**src/rtl/sum_block_averager.sv**
```systemverilog
// sum_block_averager
// Accumulates blocks of 2**LOG2_N unsigned sums from the upstream adder and
// presents each block total plus its truncated average in an output register.
//
// Handshake: a result is transferred on any edge where out_valid=1 and
// out_ready=1. out_valid never depends combinationally on out_ready. The
// input side has no ready because the adder cannot stall. A result that is
// replaced while out_valid=1 and out_ready=0 sets the sticky overrun flag.
// out_valid is the output state register (FULL), so it doubles as the
// visible FSM state.
module sum_block_averager #(
    parameter int DATA_W = 16,
    parameter int LOG2_N = 3
) (
    input  logic                     clk,
    input  logic                     rst_n,
    input  logic                     in_valid,
    input  logic [DATA_W-1:0]        in_data,
    input  logic                     clear,
    input  logic                     out_ready,
    output logic                     out_valid,
    output logic [DATA_W+LOG2_N-1:0] out_sum,
    output logic [DATA_W-1:0]        out_avg,
    output logic                     overrun,
    output logic [LOG2_N-1:0]        sample_cnt
);

    localparam int ACC_W = DATA_W + LOG2_N;
    localparam logic [LOG2_N-1:0] CNT_LAST = '1;

    typedef enum logic {
        EMPTY = 1'b0,
        FULL  = 1'b1
    } state_t;

    state_t              state_q;
    logic [ACC_W-1:0]    acc_q, acc_d;
    logic [LOG2_N-1:0]   cnt_q, cnt_d;
    logic [ACC_W-1:0]    sum_q;
    logic [DATA_W-1:0]   avg_q;
    logic                ovr_q;
    logic [ACC_W-1:0]    total;
    logic                complete;

    // Running total including this cycle's sample, and block-complete detect.
    always_comb begin
        total    = acc_q + ACC_W'(in_data);
        complete = in_valid && (cnt_q == CNT_LAST);
        acc_d    = acc_q;
        cnt_d    = cnt_q;
        if (clear) begin
            acc_d = '0;
            cnt_d = '0;
        end else if (complete) begin
            acc_d = '0;
            cnt_d = '0;
        end else if (in_valid) begin
            acc_d = total;
            cnt_d = cnt_q + LOG2_N'(1);
        end
    end

    // Accumulator and sample counter registers.
    always_ff @(posedge clk or negedge rst_n) begin
        if (!rst_n) begin
            acc_q <= '0;
            cnt_q <= '0;
        end else begin
            acc_q <= acc_d;
            cnt_q <= cnt_d;
        end
    end

    // Output FSM: result register, valid state and sticky overrun.
    always_ff @(posedge clk or negedge rst_n) begin
        if (!rst_n) begin
            state_q <= EMPTY;
            sum_q   <= '0;
            avg_q   <= '0;
            ovr_q   <= 1'b0;
        end else if (clear) begin
            state_q <= EMPTY;
            sum_q   <= '0;
            avg_q   <= '0;
            ovr_q   <= 1'b0;
        end else begin
            if (complete) begin
                sum_q <= total;
                avg_q <= total[ACC_W-1:LOG2_N];
            end
            case (state_q)
                EMPTY: begin
                    if (complete) state_q <= FULL;
                end
                FULL: begin
                    if (complete) begin
                        // Replacing an untaken result is an overrun.
                        if (!out_ready) ovr_q <= 1'b1;
                    end else if (out_ready) begin
                        state_q <= EMPTY;
                    end
                end
                default: state_q <= EMPTY;
            endcase
        end
    end

    assign out_valid  = (state_q == FULL);
    assign out_sum    = sum_q;
    assign out_avg    = avg_q;
    assign overrun    = ovr_q;
    assign sample_cnt = cnt_q;

endmodule

```
**config.mk**
```make
export PLATFORM = sky130hd
export DESIGN_NAME = sum_block_averager
export DESIGN_NICKNAME = d
export VERILOG_FILES = /design/src/rtl/sum_block_averager.sv
export SDC_FILE = /design/constraint.sdc
export NUM_CORES = 1
export LEC_CHECK = 0
export BUFFER_PORTS_ARGS = -buffer_cell sky130_fd_sc_hd__buf_4
export CAP_MARGIN = 20
export CORE_ASPECT_RATIO = 0.8
export CORE_MARGIN = 4
export CORE_UTILIZATION = 49
export CTS_CLUSTER_DIAMETER = 120
export CTS_CLUSTER_SIZE = 30
export DETAILED_ROUTE_END_ITERATION = 12
export PLACE_DENSITY = 0.76
export SYNTH_ARGS = -nofsm -noshare
export SYNTH_HDL_FRONTEND = slang
export SYNTH_SLANG_ARGS = --single-unit
```
**constraint.sdc**
```tcl
create_clock -name clk -period 2.4 [get_ports clk]
set_input_delay 0 -clock clk [delete_from_list [all_inputs] [get_ports clk]]
set_output_delay 0 -clock clk [all_outputs]
set_load 0.05 [all_outputs]
```
## Word-level counts from Yosys, hierarchy flattened

Cells that the tools add are included.

| word-level totals | value |
|---|---|
| bits of input ports | 21 |
| bits in registers | 59 |

| cells by class | value |
|---|---|
| reduce and logical (&&, ||, !) cells | 5 |
| multiplexer cells | 19 |
| add/subtract/negate cells | 2 |
| bitwise logic cells | 1 |
| equality and inequality tests | 2 |

Operator list:

| operator | count |
|---|---|
| two-way mux 19 bit | 5 |
| two-way mux 16 bit | 2 |
| adder 19 x 16 -> 19 bit | 1 |
| two-way mux 3 bit | 3 |
| two-way mux 1 bit | 8 |
| nonzero test 2 bit | 2 |
| adder 3 x 1 -> 3 bit, second input constant | 1 |
| == test 3 bit, second input constant | 1 |
| AND reduction 3 bit | 1 |
| nonzero test 3 bit | 1 |
| != test 2 bit, second input constant | 1 |
| one-hot mux 1 bit (2 select lines) | 1 |
| logical AND 1 bit | 1 |
| inverter 1 bit | 1 |

## Logic depth before layout (Yosys ltp)

Gate-level depths: netlist (run 1).

| logic depth | value |
|---|---|
| word-level depth | 5 |
| mapped depth | 8 |
| depth with buffers taken out | 8 |

## Worst setup path after synthesis (run 1)

No wires, ideal clock.

| timing | value |
|---|---|
| path kind | reg-to-reg |
| from | reg acc_q[0] |
| to | reg sum_q[16], in the netlist out_sum[16] |
| stages on the path, launching flop included | 9 |
| setup time | 0.070 ns |
| data required time | 2.330 ns |
| path slack | -0.056 ns |
| period minus slack after synthesis | 2.456 ns |
| data arrival time | 2.386 ns |
| path buffers | 0 |
| path through | dfrtp_1 -> ha_1 -> fa_1 -> a211oi_2 -> o21ai_1 -> o211a_1 -> o211a_1 -> or4_1 -> nand3_1 |

| between the ends | value |
|---|---|
| longest elaborated chain between the ends | 3 |

RTL lines:

| item | line | text |
|---|---|---|
| start, declared | 37 | `logic [ACC_W-1:0] acc_q, acc_d;` |
| start signal, assigned | 66 | `acc_q <= '0;` |
| start signal, assigned | 69 | `acc_q <= acc_d;` |
| adder 19 x 16 -> 19 bit | 47 | `total = acc_q + ACC_W'(in_data);` |
| two-way mux 19 bit | 87 | `if (complete) begin` |
| two-way mux 19 bit | 81 | `end else if (clear) begin` |
| end signal, assigned | 88 | `sum_q <= total;` |
| end, declared | 39 | `logic [ACC_W-1:0] sum_q;` |

Every way passes these cells. The select of a mux whose other input is x is not followed.
A chain may end at the register's enable or synchronous reset.

## Worst setup path in the final report (run 1)

Ends and elaborated chain as after synthesis.

==> results.md, run 1 <==
- Gr usage total: between 20% and 30%
- Reg clk slew, reported paths: 0.08 ns
- Total negative slack: -0.0242 ns
- Seq cells post-synth: 43
- WL final: around 7.0 mm
- Clock sink total: 43
- CTS Buffer Depth: 2
- Peak supply drop: 0.000415 V
- Antenna diodes: 0
- Area growth, synth to finish: 23.3%
- Top_reg_cell synth: dfrtp_1
- Post-Synth XOR/XNOR Area: roughly 3.3%
- Most common cell on crit path: o211a_1
- Post-synth cell types: between 50 and 60
- Max cap viols: 0
- CP max FO: 4
- Failing checks: setup timing
- CP required: 2.64 ns
- Total gr overflow: 0
- Post-synth EDFFs: 0
- Final WS setup: -0.0242 ns
- Critical path origin: acc_q[0]
- CTS HTree Levels: 2
- Mux contribution to synthesized area: 0.745%
- Post-synth top area cell: dfrtp_1
- Later-pin clock latency in the skew report: 0.30 ns
- Largest cells by area after synthesis: dfrtp_1 40%, ha_1 8.4%, nand2_1 5.3%
- Synth top area share: 40.0%
- Synthesized area: 2690 µm²
- Mean Syn Cell Area: 9.30 µm²
- CP max-delay cell: or4_4
- Layout Skew: 0.00460 ns
- Hold Crit Class: input port to register
- Antenna-violating nets left: 0
- Final GP Congestion: around 0.95
- Fraction of the mapped netlist area in adder cells: 9.12%
- CTS buffer count: 5
- Std-Cell Rows: 23
- Die height: about 74 µm
- Reg-to-Reg Start: acc_q[0]
- Global-route wire length before repair: 11.5 mm
- Type of element launching the critical path: register
- Top cells by count, synth: 43 x dfrtp_1, 38 x nand2_1, 20 x a21oi_1, 18 x ha_1
- Slew HR: 63.0%
- Via-to-Cell Ratio: 5.94
- Syn_nets: 329
- RSZ-0062 raised after global routing: yes
- Core Footprint: just over 5000 µm²
- Outcome: finished with violations
- Min cycle time layout: 2.42 ns
- Initial antenna violation count: 0
- Worst Hold Launch: out_ready
- Crit path largest cell delay: about 0.52 ns
- P_leak: 1.66 nW
- Drt wl/cell: roughly 17 µm
- Detailed Routing Iterations Pass 1: 4
- Critical path class: register to register
- Fin. max-slew vios: 0
- Most common cell in the synthesized netlist: dfrtp_1
- Final worst-path cycle share: 101%
- Synth warn: 0
- DP HPWL: slightly above 5 mm
- CTS tree: built
- Final Net Count: 380
- Worst setup EP type: register
- Largest net degree at the start of global routing: 44
- Vias in the first global route: 2236
- Port Buffers: 60
- Main combinational cell family by area after synthesis: compound AO/OA/AOI/OAI gates
- Syn Inst Count: 289
- Seq/Total Area, Yosys: 40.0%
- R2R setup slack: -0.02 ns
- CTS Root Cell: clkbuf_8
- Final hold violation count: 0
- Starting Density: around 52%
- 1st-iter DRT viols: ~170
- Vias: 2394
- Critical Path AT: 2.66 ns
- I/O pins: 61
- Fin util: 64.3%
- F_max: approximately 410 MHz
- Least-Margin Pin Slew: 0.556 ns
- Final setup viols: 1
- Post-synthesis compound-gate area fraction: 24.2%
- Share of post-route cells with drive strength above 1: approximately 28%
- Die X: 90.8 µm
- Worst-path cell chain: ha_2, fa_2, a211oi_2, o21ai_2, o211a_1, o211a_1, or4_4, nand3_2
- Synth Area in Simple Gates: 16.1%
- Die area: 6740 µm²
- Drt drc: 0
- Pwr/cell area: between 600 and 700 nW/µm²
- Synth async-reset ratio: 100%
-- report_power, final --
| part | leakage, nW | switching (mW) | internal [mW] |
|---|---|---|---|
| Combinational | 1.01 | 0.358 | 0.247 |
| Sequential | 0.588 | 0.0454 | 0.772 |
| Clock | 0.0654 | 0.257 | 0.416 |
| Total | 1.66 | 0.661 | 1.43 |
-- repair_timing --
item                                   CTS  global route
pin swaps                                4             5
gates resized for setup                  1             8
setup buffers                            1             0
hold buffers                             1             0
endpoints found under the hold margin   43             0
setup endpoints to repair                1             9
-- worst max-delay path: cells and delay by family (launching register included) --
family	cells	cell delay [ns]
flops	1	0.39
compound gates	4	0.84
simple gates	2	0.60
fa+ha+maj	2	0.54
-- layout make-up --
class / instances / area [µm²]
clock buffer: 6 / 72.6
sequential: 43 / 1080
multi-input combinational: 215 / 1480
timing repair buffer: 71 / 536
inverter: 4 / 15.0
fill: 455 / 1840
tap: 62 / 77.6
clock inverter: 2 / 60.1
-- state kept, by name, summed over array words and instances (netlist names) --
| signal | flops |
|---|---|
| out_sum | 19 |
| acc_q | 19 |
| out_valid | 1 |
| sample_cnt | 3 |
| overrun | 1 |
-- layer usage --
layer  up-vias  global-route usage, %  share of wire (%)
met3         6                   5.66                9.2
li1       1156                      -                  -
met1      1127                   32.2                 48
met4         0                   6.35               0.94
met5         -                      0                  0
met2       105                   31.8                 42
-- path summary, 6_finish.rpt --
path	to	cells past startpoint
max	out_sum[16]	8
min	out_valid	3
max reg2reg	out_sum[16]	8
min reg2reg	acc_q[12]	2
max in group asynchronous	acc_q[2]	2
min in group asynchronous	acc_q[3]	2
-- cell families after synthesis --
| group | Yosys count |
|---|---|
| compound gates | 92 |
| xor+xnor | 10 |
| flops | 43 |
| simple gates | 92 |
| mux | 2 |
| buf+inv | 31 |
| fa+ha+maj | 19 |
-- through the flow --
step | total power [mW] | area [µm²] | setup slack, ns | hold WS, ns | instances
floorplan | 1.22 | 2690 | 0.00544 | -0.296 | 289
global placement | 1.39 | 3130 | 0.00531 | 0.0290 | 393
detailed placement | 1.40 | 3130 | -0.0404 | 0.0330 | 393
CTS | 2.09 | 3280 | 0.00907 | 0.00407 | 403
global route | 2.20 | 3310 | -0.0985 | 0.0302 | 403
finish | 2.10 | 3310 | -0.0242 | 0.00771 | 403
-- layout by cell type (no fill, tap or decap), types with 3 or more instances in the layout --
cell type	instances
ha_1	17
o21a_1	3
xor2_1	4
a32o_1	3
and2_1	5
inv_1	4
a22o_1	11
nand3_1	12
a21oi_1	20
nor3_1	5
nand2_1	38
a211oi_1	5
a21o_1	8
clkbuf_8	5
buf_4	70
dfrtp_1	43
o211a_1	3
xnor2_1	6
nor2_1	16
o21ai_0	15
or3_1	3
Note: power is estimated with default switching activity, not from simulation.
==> run 2, diff against run 1 <==
Settings changed: BUFFER_PORTS_ARGS -buffer_cell sky130_fd_sc_hd__buf_4 to -buffer_cell sky130_fd_sc_hd__buf_2, CORE_UTILIZATION 49 to 58, PLACE_DENSITY 0.76 to 0.85.
Clock period 2.4 ns to 3 ns, I/O delays scaled along.
==> results.md, run 2 (synthesized netlist as in run 1, its figures left out) <==
- Outcome: finished, final reports clean
- Fin. max-slew vios: 0 (unchanged)
- CTS tree: built
- Leading cell types in the layout, fill and taps excluded: 60 x buf_2, 43 x dfrtp_1, 38 x nand2_1, 20 x a21oi_1, 18 x ha_1
- Clock sink total: 43 (unchanged)
- Hold Crit Class: input port to register
- Drt wl/cell: 16.5 µm (-4.8%)
- Most common cell on crit path: o211a_1
- Worst setup EP type: register
- Crit path largest cell delay: 0.52 ns (about the same)
- CTS Buffer Depth: 2 (unchanged)
- Min cycle time layout: 2.72 ns (+0.294 ns)
- Die X: 84.1 µm (-7.4%)
- Antenna diodes: 0 (unchanged)
- Largest net degree at the start of global routing: 44 (unchanged)
- Layout Skew: 0.00627 ns (+0.00167 ns)
- Switching part of the total: 34.4% (+2.8 points)
- Area growth, synth to finish: 12.1%
- CP required: 3.23 ns (+0.59 ns)
- Pint: 0.949 mW (-34%)
- Met3 usage in global routing: 4.51% (-1.1 points)
- Reg clk slew, reported paths: 0.09 ns (about the same)
- Most common cell after layout, fill and taps aside: buf_2
- Via-to-Cell Ratio: 6.10 (+2.7%)
- CTS HTree Levels: 2 (unchanged)
- Gr usage total: 24.1% (+2.3 points)
- Worst-path cell chain: ha_1, fa_1, a211oi_2, o21ai_1, o211a_1, o211a_1, or4_1, nand3_1
- Port Buffers: 60 (unchanged)
- Drt drc: 0 (unchanged)
- CTS buffer count: 5 (unchanged)
- Critical path class: register to register
- CP max FO: 4 (unchanged)
- Core Footprint: 4340 µm² (-16%)
- F_max: 368 MHz (-11%)
- Register Area: 1080 µm² (unchanged)
- Net Switching: 0.497 mW (-25%)
- DP HPWL: 4.63 mm (-9.8%)
- Peak supply drop: 0.000404 V (-2.8%)
- Post-CTS Resized: 0 (-1)
- Global-route wire length before repair: 11.1 mm (-3.5%)
- Grt met1 use: 34.1% (+1.9 points)
- 1st-iter DRT viols: 208 (+25%)
- Slew HR: 34.1% (-29 points)
- Max cap viols: 0 (unchanged)
- Std-Cell Rows: 21 (-8.7%)
- P_leak: 1.57 nW (-5.4%)
- Total negative slack: 0 ns (+0.0242 ns)
- Die height: 68.9 µm (-7.2%)
- CP max-delay cell: or4_1
- Comb pwr share: 29.3% (+0.4 points)
- Vias in the first global route: 2337 (+4.5%)
- Final hold violation count: 0 (unchanged)
- Pre-CTS setup slack: 0.326 ns (+0.366 ns)
- Final GP Congestion: 0.870 (-8.3%)
- RSZ-0062 raised after global routing: no
- CTS Root Cell: clkbuf_8
- Detailed Routing Iterations Pass 1: 4 (unchanged)
- Initial antenna violation count: 0 (unchanged)
- Starting Density: 62.0% (+9.8 points)
- Clock share of power: 25.5% (-6.6 points)
- Least-Margin Pin Slew: 0.988 ns (+0.432 ns)
- Vias: 2379 (-0.63%)
- Layout filler cell count: 371 (-18%)
- Multi-input logic area: 1440 µm² (-2.6%)
- Power Total: 1.45 mW (-31%)
- Final WS setup: 0.282 ns (+0.306 ns)
- Pwr/cell area: 480 nW/µm² (-24%)
- Final std cell area, no fill: 3010 µm² (-9.1%)
- Later-pin clock latency in the skew report: 0.30 ns (about the same)
- WL final: 6.45 mm (-7.9%)
- Reg power frac: 45.2% (+6.2 points)
- I/O pins: 61 (unchanged)
- Min Hold Slack: 0.0869 ns (+0.0792 ns)
- DP Area: 2910 µm² (-6.9%)
- Critical Path AT: 2.95 ns (+0.29 ns)
- Met2 Use GR: 38.7% (+6.9 points)
- Final Net Count: 372 (-2.1%)
- GRT busiest layer: met2
- Type of element launching the critical path: register
- Final worst-path cycle share: 90.6% (-10 points)
- Final setup viols: 0 (-1)
- Die area: 5800 µm² (-14%)
- Share of post-route cells with drive strength above 1: 23.4% (-4.1 points)
- Total gr overflow: 0 (unchanged)
- Antenna-violating nets left: 0 (unchanged)
run 2: changes by cell type in the layout (fill, tap and decap cells not counted), moves of 2 or more:
cell       change
buf_4         -69
buf_2         +60
bufinv_16      -2
clkinv_2       +3
run 2: repair_timing:
item | CTS | global route
hold buffers | 2 | 0
hold endpoints to repair | 44 | 0
setup endpoints to repair | 0 | 0
setup buffers | 0 | 0
run 2: routing by layer:
layer	routed length, µm	share of wire [%]	up-vias
met5	0	0	-
met4	59	0.92	0
met3	463	7.2	7
met2	2890	45	95
met1	3030	47	1132
li1	-	-	1145
run 2: power groups by stage:
stage,logic (mW),registers [mW],clock network (mW)
finish,0.424,0.654,0.369
global route,0.474,0.661,0.395
CTS,0.419,0.654,0.370
detailed placement,0.415,0.665,0
global placement,0.405,0.662,0
floorplan,0.310,0.663,0
run 2: final timing paths:
kind / from / end / cells after the start / slack, ns
worst max register to register: acc_q[0] / out_sum[16] / 8 / 0.28
min in group asynchronous: rst_n / acc_q[6] / 2 / 0.41
worst min register to register: acc_q[7] / acc_q[7] / 2 / 0.49
worst min-delay path: in_data[0] / acc_q[0] / 3 / 0.09
max in group asynchronous: rst_n / acc_q[18] / 2 / 1.99
worst max-delay path: acc_q[0] / out_sum[16] / 8 / 0.28
run 2: per-stage QoR:
step | std cells | utilization [%]
after floorplan | 289 | -
after global placement | 380 | 67.1
after detailed placement | 380 | 67.1
after CTS | 390 | 69.5
after global routing | 390 | 69.5
final | 390 | 69.5
run 2: area by class of cell:
type	count	area share [%]
Clock buffer	5	2.28
Tap cell	57	2.37
Clock inverter	3	0.498
Inverter	4	0.498
Timing Repair Buffer	63	10.9
Multi-Input combinational cell	215	47.8
Sequential cell	43	35.7
run 2: critical path: cells and delay by family (launching register included):
family	cells	cell delay, ns
compound gates	4	0.93
fa+ha+maj	2	0.69
simple gates	2	0.63
flops	1	0.40
==> run 3, diff against run 2 <==
==> constraint.sdc (replaced) <==
create_clock -name clk -period 3 [get_ports clk]
set_input_delay 0.45 -clock clk [delete_from_list [all_inputs] [get_ports clk]]
set_output_delay 0.45 -clock clk [all_outputs]
set_load 0.05 [all_outputs]
==> results.md, run 3 (synthesized netlist as in run 1, its figures left out) <==
- Outcome: finished, final reports clean
- Most common cell after layout, fill and taps aside: buf_2
- Slew HR: 36.3% (+2.2 points)
- Least-Margin Pin Slew: 0.955 ns (-0.0332 ns)
- CTS HTree Levels: 2 (unchanged)
- Post-Layout Cell Count: 389 (-0.26%)
- Postcts setup bufs: 0 (unchanged)
- Leading cell types in the layout, fill and taps excluded: 60 x buf_2, 43 x dfrtp_1, 38 x nand2_1, 20 x a21oi_1, 18 x ha_1
- Worst setup EP type: register
- Std-Cell Rows: 21 (unchanged)
- Final WS setup: 0.354 ns (+0.0721 ns)
- Min cycle time layout: 2.65 ns (-0.0721 ns)
- Final setup viols: 0 (unchanged)
- Peak supply drop: 0.000256 V (-36%)
- Crit path largest cell delay: 0.50 ns (-0.02 ns)
- Core Footprint: 4340 µm² (unchanged)
- CP delay by family, top: compound AO/OA/AOI/OAI gates
- Worst-path cell chain: ha_1, fa_1, a211oi_2, o21ai_1, o211a_1, o211a_1, or4_1, nand3_1
- 1st-iter DRT viols: 200 (-3.8%)
- Final worst-path cycle share: 88.2% (-2.4 points)
- Total negative slack: 0 ns (unchanged)
- Pre-CTS setup slack: 0.195 ns (-0.130 ns)
- Die height: 68.9 µm (unchanged)
- R2R depth: 8 (unchanged)
- Type of element launching the critical path: register
- Antenna-violating nets left: 0 (unchanged)
- P_leak: 1.57 nW (about the same)
- CP max FO: 4 (unchanged)
- DP HPWL: 4.56 mm (-1.5%)
- Via-to-Cell Ratio: 6.08 (-0.25%)
- Cells after DPL: 381 (+0.26%)
- Most common cell on crit path: o211a_1
- Largest net degree at the start of global routing: 44 (unchanged)
- Area growth, synth to finish: 12.1% (about the same)
- Final GP Congestion: 0.881 (+1.2%)
- CTS Root Cell: clkbuf_8
- Port Buffers: 60 (unchanged)
- Layout Skew: 0.00490 ns (-0.00138 ns)
- Drt wl/cell: 16.4 µm (-1.0%)
- Max cap viols: 0 (unchanged)
- Drt drc: 0 (unchanged)
- # hold bufs at CTS: 0 (-2)
- CTS Buffer Depth: 2 (unchanged)
- Final hold violation count: 0 (unchanged)
- Total gr overflow: 0 (unchanged)
- Global-route wire length before repair: 10.9 mm (-2.0%)
- Detailed Routing Iterations Pass 1: 4 (unchanged)
- Bufs and invs on worst path: 0 (unchanged)
- Antenna diodes: 0 (unchanged)
- CTS tree: built
- Fin. max-slew vios: 0 (unchanged)
- Total stage count of the critical path: 8 (unchanged)
- Critical Path AT: 2.88 ns (-0.07 ns)
- Multi-input logic area: 1440 µm² (-0.17%)
- R2R setup slack: 0.35 ns (+0.07 ns)
- Final Net Count: 371 (-0.27%)
- Worst setup endpoint: out_sum[16]
- Post-CTS Resized: 0 (unchanged)
- Pwr/cell area: 491 nW/µm² (+2.3%)
- CP required: 3.23 ns (about the same)
- Vias in the first global route: 2268 (-3.0%)
- RSZ-0062 raised after global routing: no
- Critical path origin: acc_q[0]
- CP max-delay cell: or4_1
- Starting Density: 62.0% (unchanged)
- CTS buffer count: 5 (unchanged)
- Gr usage total: 23.8% (-0.22 points)
- Vias: 2367 (-0.50%)
- Clock sink total: 43 (unchanged)
- WL final: 6.36 mm (-1.3%)
- Critical path class: register to register
- Share of post-route cells with drive strength above 1: 23.2% (-0.23 points)
- Hold Crit Class: input port to asynchronous set/reset pin
- F_max: 378 MHz (+2.7%)
- Reg clk slew, reported paths: 0.08 ns (about the same)
- Reg-to-Reg Start: acc_q[0]
- Initial antenna violation count: 0 (unchanged)
- RR Endpoint: out_sum[16]
- Die area: 5800 µm² (unchanged)
- I/O pins: 61 (unchanged)
- Layout filler cell count: 353 (-4.9%)
- Later-pin clock latency in the skew report: 0.30 ns (about the same)
- Register Area: 1080 µm² (unchanged)
- Die X: 84.1 µm (unchanged)
## run 3: changes by cell type in the layout (fill, tap and decap cells not counted), sizes merged
| cell | change |
|---|---|
| clkbuf | +3 |
| clkinv | -3 |
| dlygate4sd3 | -2 |
| buf | +1 |
## run 3: stage by stage
stage	total power, mW	utilization [%]	hold slack, ns	cell area [µm²]
finish	1.48	69.5	0.302	3010
global route	1.57	69.5	0.370	3010
CTS	1.48	69.5	0.329	3010
detailed placement	1.08	67.2	0.482	2910
global placement	1.07	67.2	0.465	2910
floorplan	0.973	-	0.154	2690
## run 3: layout make-up
| class | instances | area share (%) |
|---|---|---|
| Inverter | 4 | 0.498 |
| Clock buffer | 8 | 3.32 |
| Tap cell | 57 | 2.37 |
| Multi-Input combinational cell | 215 | 47.7 |
| Timing Repair Buffer | 62 | 10.5 |
| Sequential cell | 43 | 35.7 |
## run 3: per-layer routing
layer / part of all wire [%] / vias to the layer above / track usage, %
met5: 0 / - / 0
met1: 47 / 1111 / 33.9
met2: 43 / 112 / 37.7
met4: 0.66 / 0 / 5.62
met3: 8.9 / 4 / 4.99
li1: - / 1140 / -
## run 3: worst min path at each step
| stage | startpoint | endpoint | slack [ns] | cells after the start |
|---|---|---|---|---|
| after CTS | rst_n | acc_q[9] | 0.33 | 1 |
| after global placement | acc_q[7] | acc_q[7] | 0.47 | 2 |
| after global routing | rst_n | acc_q[9] | 0.37 | 1 |
| after floorplan | rst_n | acc_q[0] | 0.15 | 0 |
| after detailed placement | acc_q[7] | acc_q[7] | 0.48 | 2 |
| final | rst_n | acc_q[9] | 0.30 | 1 |
## run 3: power by group
part,internal [mW],switching (mW),total (mW)
clock network,0.210,0.194,0.404
logic,0.171,0.251,0.423
registers,0.618,0.0355,0.653
total,0.999,0.481,1.48
